$ cat src/rtl/mem_req_scheduler.sv
// Memory command scheduler: arbitrates ifetch line refills against LSB accesses
// for the single byte-serial memory unit, keeping one command outstanding at a time.
module mem_req_scheduler #(
    parameter int STARVE_LIMIT = 4,
    parameter int CNT_W        = 3,
    parameter int POS_W        = 4
) (
    input  logic             clk_in,
    input  logic             rst_in,
    input  logic             rdy_in,
    input  logic             io_buffer_full,
    input  logic             flush,
    input  logic             if_req,
    input  logic [31:0]      if_addr,
    output logic             if_done,
    input  logic             ls_req,
    input  logic             ls_we,
    input  logic [1:0]       ls_size,
    input  logic [31:0]      ls_addr,
    input  logic [31:0]      ls_wdata,
    input  logic [POS_W-1:0] ls_pos,
    output logic             ls_done,
    output logic [POS_W-1:0] ls_done_pos,
    output logic             mu_valid,
    output logic             mu_type,
    output logic [31:0]      mu_addr,
    output logic             mu_we,
    output logic [1:0]       mu_size,
    output logic [31:0]      mu_wdata,
    output logic [POS_W-1:0] mu_pos,
    input  logic             mu_done
);

    typedef enum logic [1:0] {
        S_IDLE  = 2'd0,
        S_ISSUE = 2'd1,
        S_WAIT  = 2'd2
    } state_t;

    localparam logic [CNT_W-1:0] LIMIT = CNT_W'(STARVE_LIMIT);

    state_t           state_q;
    state_t           state_d;
    logic [CNT_W-1:0] starve_cnt;
    logic             kill_q;
    logic             done_pend_q;
    logic             io_blocked;
    logic             elig_ls;
    logic             elig_if;
    logic             pick_if;
    logic             pick_ls;
    logic             done_now;
    logic             flush_if;

    function automatic logic [CNT_W-1:0] sat_inc(input logic [CNT_W-1:0] v);
        return (v >= LIMIT) ? LIMIT : v + CNT_W'(1);
    endfunction

    // Stores into the uart window (addr[17:16]==3) wait while its buffer is full.
    always_comb begin
        io_blocked = ls_we && (ls_addr[17:16] == 2'b11) && io_buffer_full;
        elig_ls    = ls_req && !io_blocked;
        elig_if    = if_req && !flush;
        pick_if    = elig_if && ((starve_cnt == LIMIT) || !elig_ls);
        pick_ls    = elig_ls && !pick_if;
        done_now   = mu_done || done_pend_q;
        flush_if   = flush && !mu_type;
        state_d    = state_q;
        case (state_q)
            S_IDLE:  if (pick_if || pick_ls) state_d = S_ISSUE;
            S_ISSUE: state_d = S_WAIT;
            S_WAIT:  if (done_now) state_d = S_IDLE;
            default: state_d = S_IDLE;
        endcase
    end

    always_ff @(posedge clk_in or negedge rst_in) begin
        if (!rst_in) begin
            state_q <= S_IDLE;
        end else if (rdy_in) begin
            state_q <= state_d;
        end
    end

    always_ff @(posedge clk_in or negedge rst_in) begin
        if (!rst_in) begin
            mu_valid    <= 1'b0;
            mu_type     <= 1'b0;
            mu_addr     <= '0;
            mu_we       <= 1'b0;
            mu_size     <= '0;
            mu_wdata    <= '0;
            mu_pos      <= '0;
            if_done     <= 1'b0;
            ls_done     <= 1'b0;
            ls_done_pos <= '0;
            starve_cnt  <= '0;
            kill_q      <= 1'b0;
            done_pend_q <= 1'b0;
        end else if (!rdy_in) begin
            // Frozen, but a completion must not be lost while the core stalls.
            if (state_q == S_WAIT && mu_done) done_pend_q <= 1'b1;
        end else begin
            mu_valid <= 1'b0;
            if_done  <= 1'b0;
            ls_done  <= 1'b0;
            case (state_q)
                S_IDLE: begin
                    kill_q      <= 1'b0;
                    done_pend_q <= 1'b0;
                    if (pick_if) begin
                        mu_valid   <= 1'b1;
                        mu_type    <= 1'b0;
                        mu_addr    <= if_addr;
                        mu_we      <= 1'b0;
                        mu_size    <= '0;
                        mu_wdata   <= '0;
                        mu_pos     <= '0;
                        starve_cnt <= '0;
                    end else if (pick_ls) begin
                        mu_valid <= 1'b1;
                        mu_type  <= 1'b1;
                        mu_addr  <= ls_addr;
                        mu_we    <= ls_we;
                        mu_size  <= ls_size;
                        mu_wdata <= ls_wdata;
                        mu_pos   <= ls_pos;
                        if (elig_if) starve_cnt <= sat_inc(starve_cnt);
                    end
                end
                S_ISSUE: begin
                    if (flush_if) kill_q <= 1'b1;
                end
                S_WAIT: begin
                    // The memory unit cannot abort, so a flushed fetch still waits for mu_done.
                    if (done_now) begin
                        kill_q      <= 1'b0;
                        done_pend_q <= 1'b0;
                        if (mu_type) begin
                            ls_done     <= 1'b1;
                            ls_done_pos <= mu_pos;
                        end else begin
                            if_done <= !(kill_q || flush);
                        end
                    end else if (flush_if) begin
                        kill_q <= 1'b1;
                    end
                end
                default: ;
            endcase
        end
    end

endmodule

$ cat config.mk
export PLATFORM = sky130hd
export DESIGN_NAME = mem_req_scheduler
export DESIGN_NICKNAME = d
export VERILOG_FILES = /design/src/rtl/mem_req_scheduler.sv
export SDC_FILE = /design/constraint.sdc
export NUM_CORES = 1
export LEC_CHECK = 0
export CELL_PAD_IN_SITES_DETAIL_PLACEMENT = 1
export CELL_PAD_IN_SITES_GLOBAL_PLACEMENT = 1
export CORE_MARGIN = 2
export CORE_UTILIZATION = 29
export CTS_CLUSTER_DIAMETER = 60
export DETAILED_ROUTE_END_ITERATION = 10
export GPL_ROUTABILITY_DRIVEN = 0
export GPL_TIMING_DRIVEN = 0
export PLACE_DENSITY = 0.76
export SLEW_MARGIN = 30
export SYNTH_ARGS = -nofsm -noshare
export SYNTH_HDL_FRONTEND = slang
export SYNTH_SLANG_ARGS = --single-unit
$ cat constraint.sdc
create_clock -name clk_in -period 2.5 [get_ports clk_in]
set_input_delay 0.5 -clock clk_in [delete_from_list [all_inputs] [get_ports clk_in]]
set_output_delay 0.5 -clock clk_in [all_outputs]
set_load 0.01 [all_outputs]
# After elaboration in Yosys (flattened, before gate mapping)
# Cells that the tools add are included.
# totals
reg_bits	86
input_bits	111
out_inout_bits	79
elab_cells	88
# classes
addsub	1
magnitude_cmp	1
eq_ne	8
n_mux	35
reduce_logical	29
# op_table
cell	count
32-bit 2-to-1 mux	4
1-bit 2-to-1 mux	18
3-bit 2-to-1 mux	4
3-bit AND reduction	3
1-bit logical AND	8
2-bit 2-to-1 mux	4
4-bit 2-to-1 mux	2
4-bit AND reduction	2
1-bit zero test	6
2-bit case mux with 3 select lines	1
2-bit nonzero test	3
2-bit equality test, second input constant	2
1-bit logical OR	4
2-bit != test, second input constant	2
3-bit by 1-bit adder with 3-bit output, second input constant	1
3-bit equality test, second input constant	1
3-bit greater-or-equal comparator, second input constant	1
3-bit by 1-bit != test with 1-bit output, second input constant	1
3-bit != test, second input constant	1
1-bit case mux with 3 select lines	1
3-bit nonzero test	1
2-bit by 1-bit equality test with 1-bit output, second input constant	1
2-bit zero test	1
1-bit case mux with 2 select lines	1
2-bit AND reduction	1

# Logic depth before layout (Yosys ltp)
# Gate-level depths: netlist (run 1).
# logic_depth
ltp_word	13
mapped_depth	8
ltp_nobuf	6

# Worst setup path before layout (run 1)
# Ideal clock, no wire load.
# synth_timing
path_type	register -> register
start	reg starve_cnt[0]
end	reg mu_addr[15]
setup_time_ns	0.125
arrival_ns	1.641
required_ns	2.375
path_slack_ns	0.734
path_stages_with_launch	8
n_path_buf	1
period_less_slack_ns	1.766
path_cell_list	dfrtp_1 -> inv_1 -> ha_1 -> nand2_1 -> a311o_1 -> buf_6 -> mux2_4 -> mux2_2
# synth_via
elab_chain_len	7
word_cells_on_any_way	8
cone_classes	1 x eq/ne; 1 x mux; 6 x reduce/logical
# synth_lines
element	line	source
start, declared	44	logic [CNT_W-1:0] starve_cnt;
start signal, assigned	128	if (elig_if) starve_cnt <= sat_inc(starve_cnt);
3-bit equality test *	64	pick_if = elig_if && ((starve_cnt == LIMIT) || !elig_ls);
1-bit logical OR *	64	
1-bit logical AND *	64	
1-bit zero test	65	pick_ls = elig_ls && !pick_if;
1-bit logical AND	65	
2-bit nonzero test (no source line)	--	
3-bit AND reduction (no source line)	--	
end signal, assigned	114	mu_addr <= if_addr;
end signal, assigned	123	mu_addr <= ls_addr;
end, declared	26	output logic [31:0] mu_addr,
# Mark *: on every way between the ends. The rest lies on a longest branch, timed or not.
# A chain may end at the register's enable or synchronous reset.

# Worst setup path after layout (run 1)
# layout_timing
start	in ls_we
end	reg mu_addr[10]
# layout_via
elab_chain_len	11
word_cells_on_any_way	12
cone_classes	1 x mux; 11 x reduce/logical
# layout_lines
element	line	source
start, declared	17	input logic ls_we,
1-bit logical AND * (2 in series)	61	io_blocked = ls_we && (ls_addr[17:16] == 2'b11) && io_buffer_full;
1-bit zero test *	62	elig_ls = ls_req && !io_blocked;
1-bit logical AND *	62	
1-bit zero test	64	
1-bit logical OR	64	
1-bit logical AND	64	
1-bit zero test	65	
1-bit logical AND	65	
2-bit nonzero test (no source line)	--	
3-bit AND reduction (no source line)	--	
# Marked as above.

==> results.toml, run 1 <==
[run_status]
status = "complete, no violations"

[sta]
hold_viol_final = 0
relSlewSlack = 0.584
finalCriticalPeriod_ns = 2.26
maxSlewViolCount = 0
grt_setup_unrepaired = "no"
holdWs_ns = 0.0637
fmax_mhz = 443
worst_slew_pin_slew_ns = 0.624
final.setup.tns_ns = 0
fin_crit_sh = 0.904
fin_ws_ns = 0.241
fin_skew_ns = 0.0105
setup_viol = 0

[synth]
yosysSeqAreaShare = 0.557
ys_async_sr_fraction = 1.00
yosysTopAreaCellShare = 0.557
yosysUniqueCellTypes = 28
syn_avg_cell_area_um2 = 9.96
synth_cells = 388
synth.most_common_cell = "o21ai_0"
ys.flop_type = "dfrtp_1"
synth_area_leaders = "dfrtp_1 56%, o21ai_0 18%, mux2i_1 8.0%"
synthTopCellsByCount = "140 x o21ai_0, 86 x dfrtp_1, 44 x nand2_1"
yosysWarningCount = 0
synth_edf_count = 0
synth_area_leader_cell = "dfrtp_1"
synth_nets = 506
syn-cell-area_mm2 = 0.00386
synth-seq-cells = 86

[floorplanning]
dieArea_mm2 = 0.0143
rows = 42
pin_count = 190
core_area_mm2 = 0.0131
initial_core_util = 0.294
die-width_um = 119
floorplan.die.height_um = 119

[cells_and_area]
multi_input_area_mm2 = 0.00155
antennaDiodeCount = 0
area_delta_synth_final_pct = 63.6
post-route-util = 0.481
seqCellArea_mm2 = 0.00215
fin_nets = 706
nFillCells = 1479
drive_above_1_share = 0.0590

[setup_path]
cp_max_fo = 10
crit_type = "in -> reg"
end_kind = "flip-flop"
required_ns = 2.70
timing.rr.start = "state_q[1]"
r2r_cells = 7
endpoint = "mu_addr[10]"
reg2reg_to = "mu_addr[10]"
crit_path_start_kind = "input port"
r2r_slack_ns = 0.35
arrival_ns = 2.46
startpoint = "ls_we"

[placed_design]
dp_slack_ns = -0.235
io_buffer_count = 188
dp.final_hpwl_um = 10100

[clock_tree]
cts.path.max_buffers = 2
cts_tree = "done"
cts_made_buffers = 9
cts-root-buf = "clkbuf_16"
htreeDepth = 3
insertion_delay_ns = 0.34
hold_buffers = 0
numClockSinks = 86
clk_pin_slew_ns = 0.07

[detailed_routing]
drt_iter0_drc = 98
routed_wirelength_um = 13400
vias_per_cell = 4.83
num_vias = 3711
drc = 0
first_pass_iters = 4
drt.antenna.violating_nets = 0
post_drt_wl_per_cell_um = 17.4

[worst_hold_path]
hp-class = "in -> async"

[global_routing]
antenna_found_initial = 0
grt_max_degree = 48
grt_use_total = 0.191
grt_pass1_wl_um = 21300
grt_pass1_vias = 4130
grt-ovfl-total = 0

[power_and_ir_drop]
pwr_density_cell_mw_per_mm2 = 1070
ir_drop_uv = 449
p_leak_nw = 2.80

[flow_run]
max-cap-violations = 0
==> worst min path at each step <==
stage | startpoint | endpoint | slack [ns] | depth (start not counted)
after floorplan | rst_in | done_pend_q | 0.20 | 0
after global placement | ls_done_pos[0] | ls_done_pos[0] | 0.49 | 1
after detailed placement | rst_in | mu_addr[18] | 0.44 | 1
after CTS | rst_in | mu_addr[23] | 0.07 | 1
after global routing | rst_in | mu_addr[23] | 0.08 | 1
final | rst_in | mu_addr[18] | 0.06 | 1
==> critical path: stages <==
cell and delay (ns):
clkdlybuf4s50_1 0.56, nand4_1 0.18, a21oi_1 0.26, or2_2 0.14, buf_2 0.24, clkbuf_1 0.38, o21ai_0 0.18
==> state kept, by name (all words and copies together) (netlist names) <==
register     count
mu_we            1
ls_done_pos      4
mu_size          2
ls_done          1
starve_cnt       3
mu_addr         32
done_pend_q      1
mu_type          1
state_q          2
kill_q           1
mu_pos           4
mu_wdata        32
if_done          1
mu_valid         1
==> power by group <==
part / switching [mW] / internal [mW]
Sequential: 0.364 / 2.04
Clock: 0.587 / 0.879
Combinational: 1.33 / 1.57
==> cell type report <==
| class | instances | area share |
|---|---|---|
| clock inverters | 7 | 0.0154 |
| inverters | 9 | 0.00534 |
| plain buffers | 32 | 0.0214 |
| well taps | 176 | 0.0348 |
| repair buffers | 189 | 0.302 |
| multi-input cells | 261 | 0.245 |
| clock buffers | 9 | 0.0356 |
| flip-flops and latches | 86 | 0.340 |
==> layer usage <==
metal  up-vias  wire length (µm)  GRT usage
met4         0               279     0.0640
met5         -                 0          0
li1       1753                 -          -
met2       115              6730      0.330
met3        20               815     0.0565
met1      1823              5540      0.225
==> cell usage in the layout (no fill, tap or decap), drive strengths merged, types with 3 or more instances in the layout <==
master         count
a21oi              5
clkdlybuf4s50    187
inv               10
mux2               8
ha                 7
dfrtp             86
clkbuf            35
o21ai            147
nor3               3
nand2             44
buf                8
mux2i             31
==> per-stage QoR <==
stage                     area (µm²)  total power [mW]  instances
after floorplan                 3860              3.49        388
after global placement          5970              5.21        752
after detailed placement        6000              5.36        753
after CTS                       6320              6.87        769
after global routing            6320              7.24        769
final                           6320              6.77        769
==> kinds of logic (layout without fill, tap and decap cells) <==
logic type | after synthesis | count (layout) | synth area share
buf+inv | 41 | 246 | 0.0434
flops | 86 | 86 | 0.557
simple gates | 56 | 56 | 0.0609
compound gates | 159 | 159 | 0.212
mux | 39 | 39 | 0.105
fa+ha+maj | 7 | 7 | 0.0227
==> timing repair <==
item,in CTS,in global routing
setup buffers,0,0
gates resized for setup,0,3
setup endpoints to repair,0,20
Power figures use the tool's default switching activity.
==> inputs of run 2 (changes only) <==
Settings changed: ABC_AREA set to 1, PLACE_DENSITY 0.76 to 0.77.
==> run 2 against run 1 <==
Critical path depth increased by 1. Utilization decreased by 1.7 points. Sequential power increased by 2%. Register-to-register slack improved by 0.40 ns. Power increased by 2.4%. Clock power decreased by 3%. Synthesized cell count increased by 39%. Worst hold slack got worse by 0.0038 ns. First-iteration DRC count increased by 22%. Critical path type unchanged. Critical endpoint is now mu_addr[15]. Highest routed layer unchanged.
==> results.toml, run 2 <==
[power_and_ir_drop]
pwr_density_cell_mw_per_mm2 = 1040
switchingPower_mw = 2.41
p_sw_frac = 0.347
combPwrFrac = 0.440
p_leak_nw = 3.38
internal-power_mw = 4.53
ir_drop_uv = 366
clockPowerShare = 0.207
pwr-share-seq = 0.353

[setup_path]
timing.rr.start = "state_q[0]"
crit_path_start_kind = "input port"
required_ns = 2.73
r2r_cells = 9
cp_max_fo = 10
reg2reg_to = "mu_wdata[4]"
end_kind = "flip-flop"
crit_type = "in -> reg"
r2r_slack_ns = 0.75
arrival_ns = 2.12

[clock_tree]
numClockSinks = 86
ctsResizeCount = 0
hold_buffers = 0
insertion_delay_ns = 0.34
cts_tree = "done"
clk_pin_slew_ns = 0.06
cts-root-buf = "clkbuf_16"
cts.path.max_buffers = 2
htreeDepth = 3
cts_setup_buffers = 0
cts_made_buffers = 9

[worst_hold_path]
hp-class = "in -> async"

[global_routing]
grt_pass1_vias = 4639
grt_use_total = 0.190
grt-ovfl-total = 0
grt_pass1_wl_um = 23700
grt_max_degree = 50
antenna_found_initial = 0

[synth]
synth_edf_count = 0
syn-cell-area_mm2 = 0.00420
yosysSeqAreaShare = 0.512
synth_nets = 659
synth_area_leaders = "dfrtp_1 51%, nand2_1 18%, nand3_1 8.5%"
ys_async_sr_fraction = 1.00
yosysWarningCount = 0
synth_cells = 541
synth_area_leader_cell = "dfrtp_1"
synthTopCellsByCount = "200 x nand2_1, 86 x dfrtp_1, 83 x inv_1"
yosysTopAreaCellShare = 0.512
ys.flop_type = "dfrtp_1"
synth.most_common_cell = "nand2_1"
syn_avg_cell_area_um2 = 7.77
synth-seq-cells = 86
yosysUniqueCellTypes = 22

[floorplanning]
core_area_mm2 = 0.0144
initial_core_util = 0.293
pin_count = 190
rows = 44
floorplan.die.height_um = 124
die-width_um = 124
dieArea_mm2 = 0.0155

[detailed_routing]
drt.antenna.violating_nets = 0
first_pass_iters = 5
drt_iter0_drc = 120
drc = 0
post_drt_wl_per_cell_um = 15.4
routed_wirelength_um = 14300
num_vias = 4199
vias_per_cell = 4.52

[sta]
fmax_mhz = 528
final.setup.tns_ns = 0
holdWs_ns = 0.0599
grt_setup_unrepaired = "no"
hold_viol_final = 0
relSlewSlack = 0.656
fin_crit_sh = 0.757
maxSlewViolCount = 0
finalCriticalPeriod_ns = 1.89
worst_slew_pin_slew_ns = 0.516
fin_skew_ns = 0.00529
setup_viol = 0

[run_status]
status = "complete, no violations"

[cells_and_area]
antennaDiodeCount = 0
fin_nets = 860
multi_input_area_mm2 = 0.00155
most-common-layout-cells = "200 x nand2_1, 188 x clkdlybuf4s50_1, 86 x dfrtp_1"
area_delta_synth_final_pct = 58.6
drive_above_1_share = 0.0657
stdcell_area_mm2 = 0.00667
seqCellArea_mm2 = 0.00215
nFillCells = 1719
reg_top3 = "mu_addr: 32 flops, mu_wdata: 32 flops"
final_common_cell = "nand2_1"
post-route-util = 0.464

[flow_run]
max-cap-violations = 0

[placed_design]
dp.final_hpwl_um = 11100
place_area_mm2 = 0.00635
io_buffer_count = 189
[run 2: cell count changes in the layout (fill, tap and decap cells not counted), moves of 7 or more]
cell	before	now
mux2i_1	31	0
buf_2	5	13
nand3_1	1	71
clkbuf_1	25	4
mux2_2	7	0
inv_1	9	83
o21ai_0	140	25
nand2_1	43	200
o21ai_1	7	21
buf_6	2	9
[run 2: how the worst max path moves through the flow]
| stage | start | end |
|---|---|---|
| finish | flush | mu_addr[15] |
| global placement | rst_in | mu_addr[25] |
| detailed placement | flush | mu_addr[9] |
| global route | flush | mu_addr[15] |
| CTS | flush | mu_addr[15] |
| floorplan | flush | mu_addr[0] |
[run 2: critical path: stages]
cell and delay, ns:
clkdlybuf4s50_1 0.42, inv_1 0.08, nand2_1 0.17, inv_2 0.19, clkbuf_1 0.43, nand3_1 0.15
nand3_1 0.11, nand2_1 0.06
[run 2: cell families (layout without fill, tap and decap cells)]
family | Yosys count | in the layout | synth area share
adder cells (fa/ha/maj) | 7 | 7 | 0.0208
AO/OA/AOI/OAI | 54 | 54 | 0.0688
AND/OR/NAND/NOR | 282 | 282 | 0.279
flip-flops | 86 | 86 | 0.512
buffers and inverters | 112 | 317 | 0.120
[run 2: power groups by stage]
stage               clock network [mW]  logic [mW]  registers (mW)
floorplan                            0        1.01            2.67
global placement                     0        2.97            2.44
detailed placement                   0        3.09            2.46
CTS                               1.48        3.11            2.46
global route                      1.52        3.35            2.53
finish                            1.43        3.05            2.45
[run 2: metal layers]
metal	share of wire	wire length, µm	up-vias	global-route usage
met1	0.42	6060	2032	0.227
met2	0.52	7490	95	0.347
li1	-	-	2057	-
met3	0.038	545	15	0.0314
met5	0	0	-	0
met4	0.015	216	0	0.0588
[run 2: through the flow]
step	setup WS [ns]	cells	total power, mW
2_1_floorplan	1.10	541	3.68
3_3_place_gp	-2.24	914	5.41
3_5_place_dp	0.258	915	5.55
4_1_cts	0.612	930	7.04
5_1_grt	0.389	930	7.40
6_report	0.607	930	6.94
[run 2: layout make-up]
cell class	instances	area share
clock inverter	5	0.0126
timing repair buffer	190	0.288
buffer	28	0.0283
sequential	86	0.323
tap	184	0.0345
inverter	84	0.0473
clock buffer	10	0.0343
multi-input combinational	343	0.232
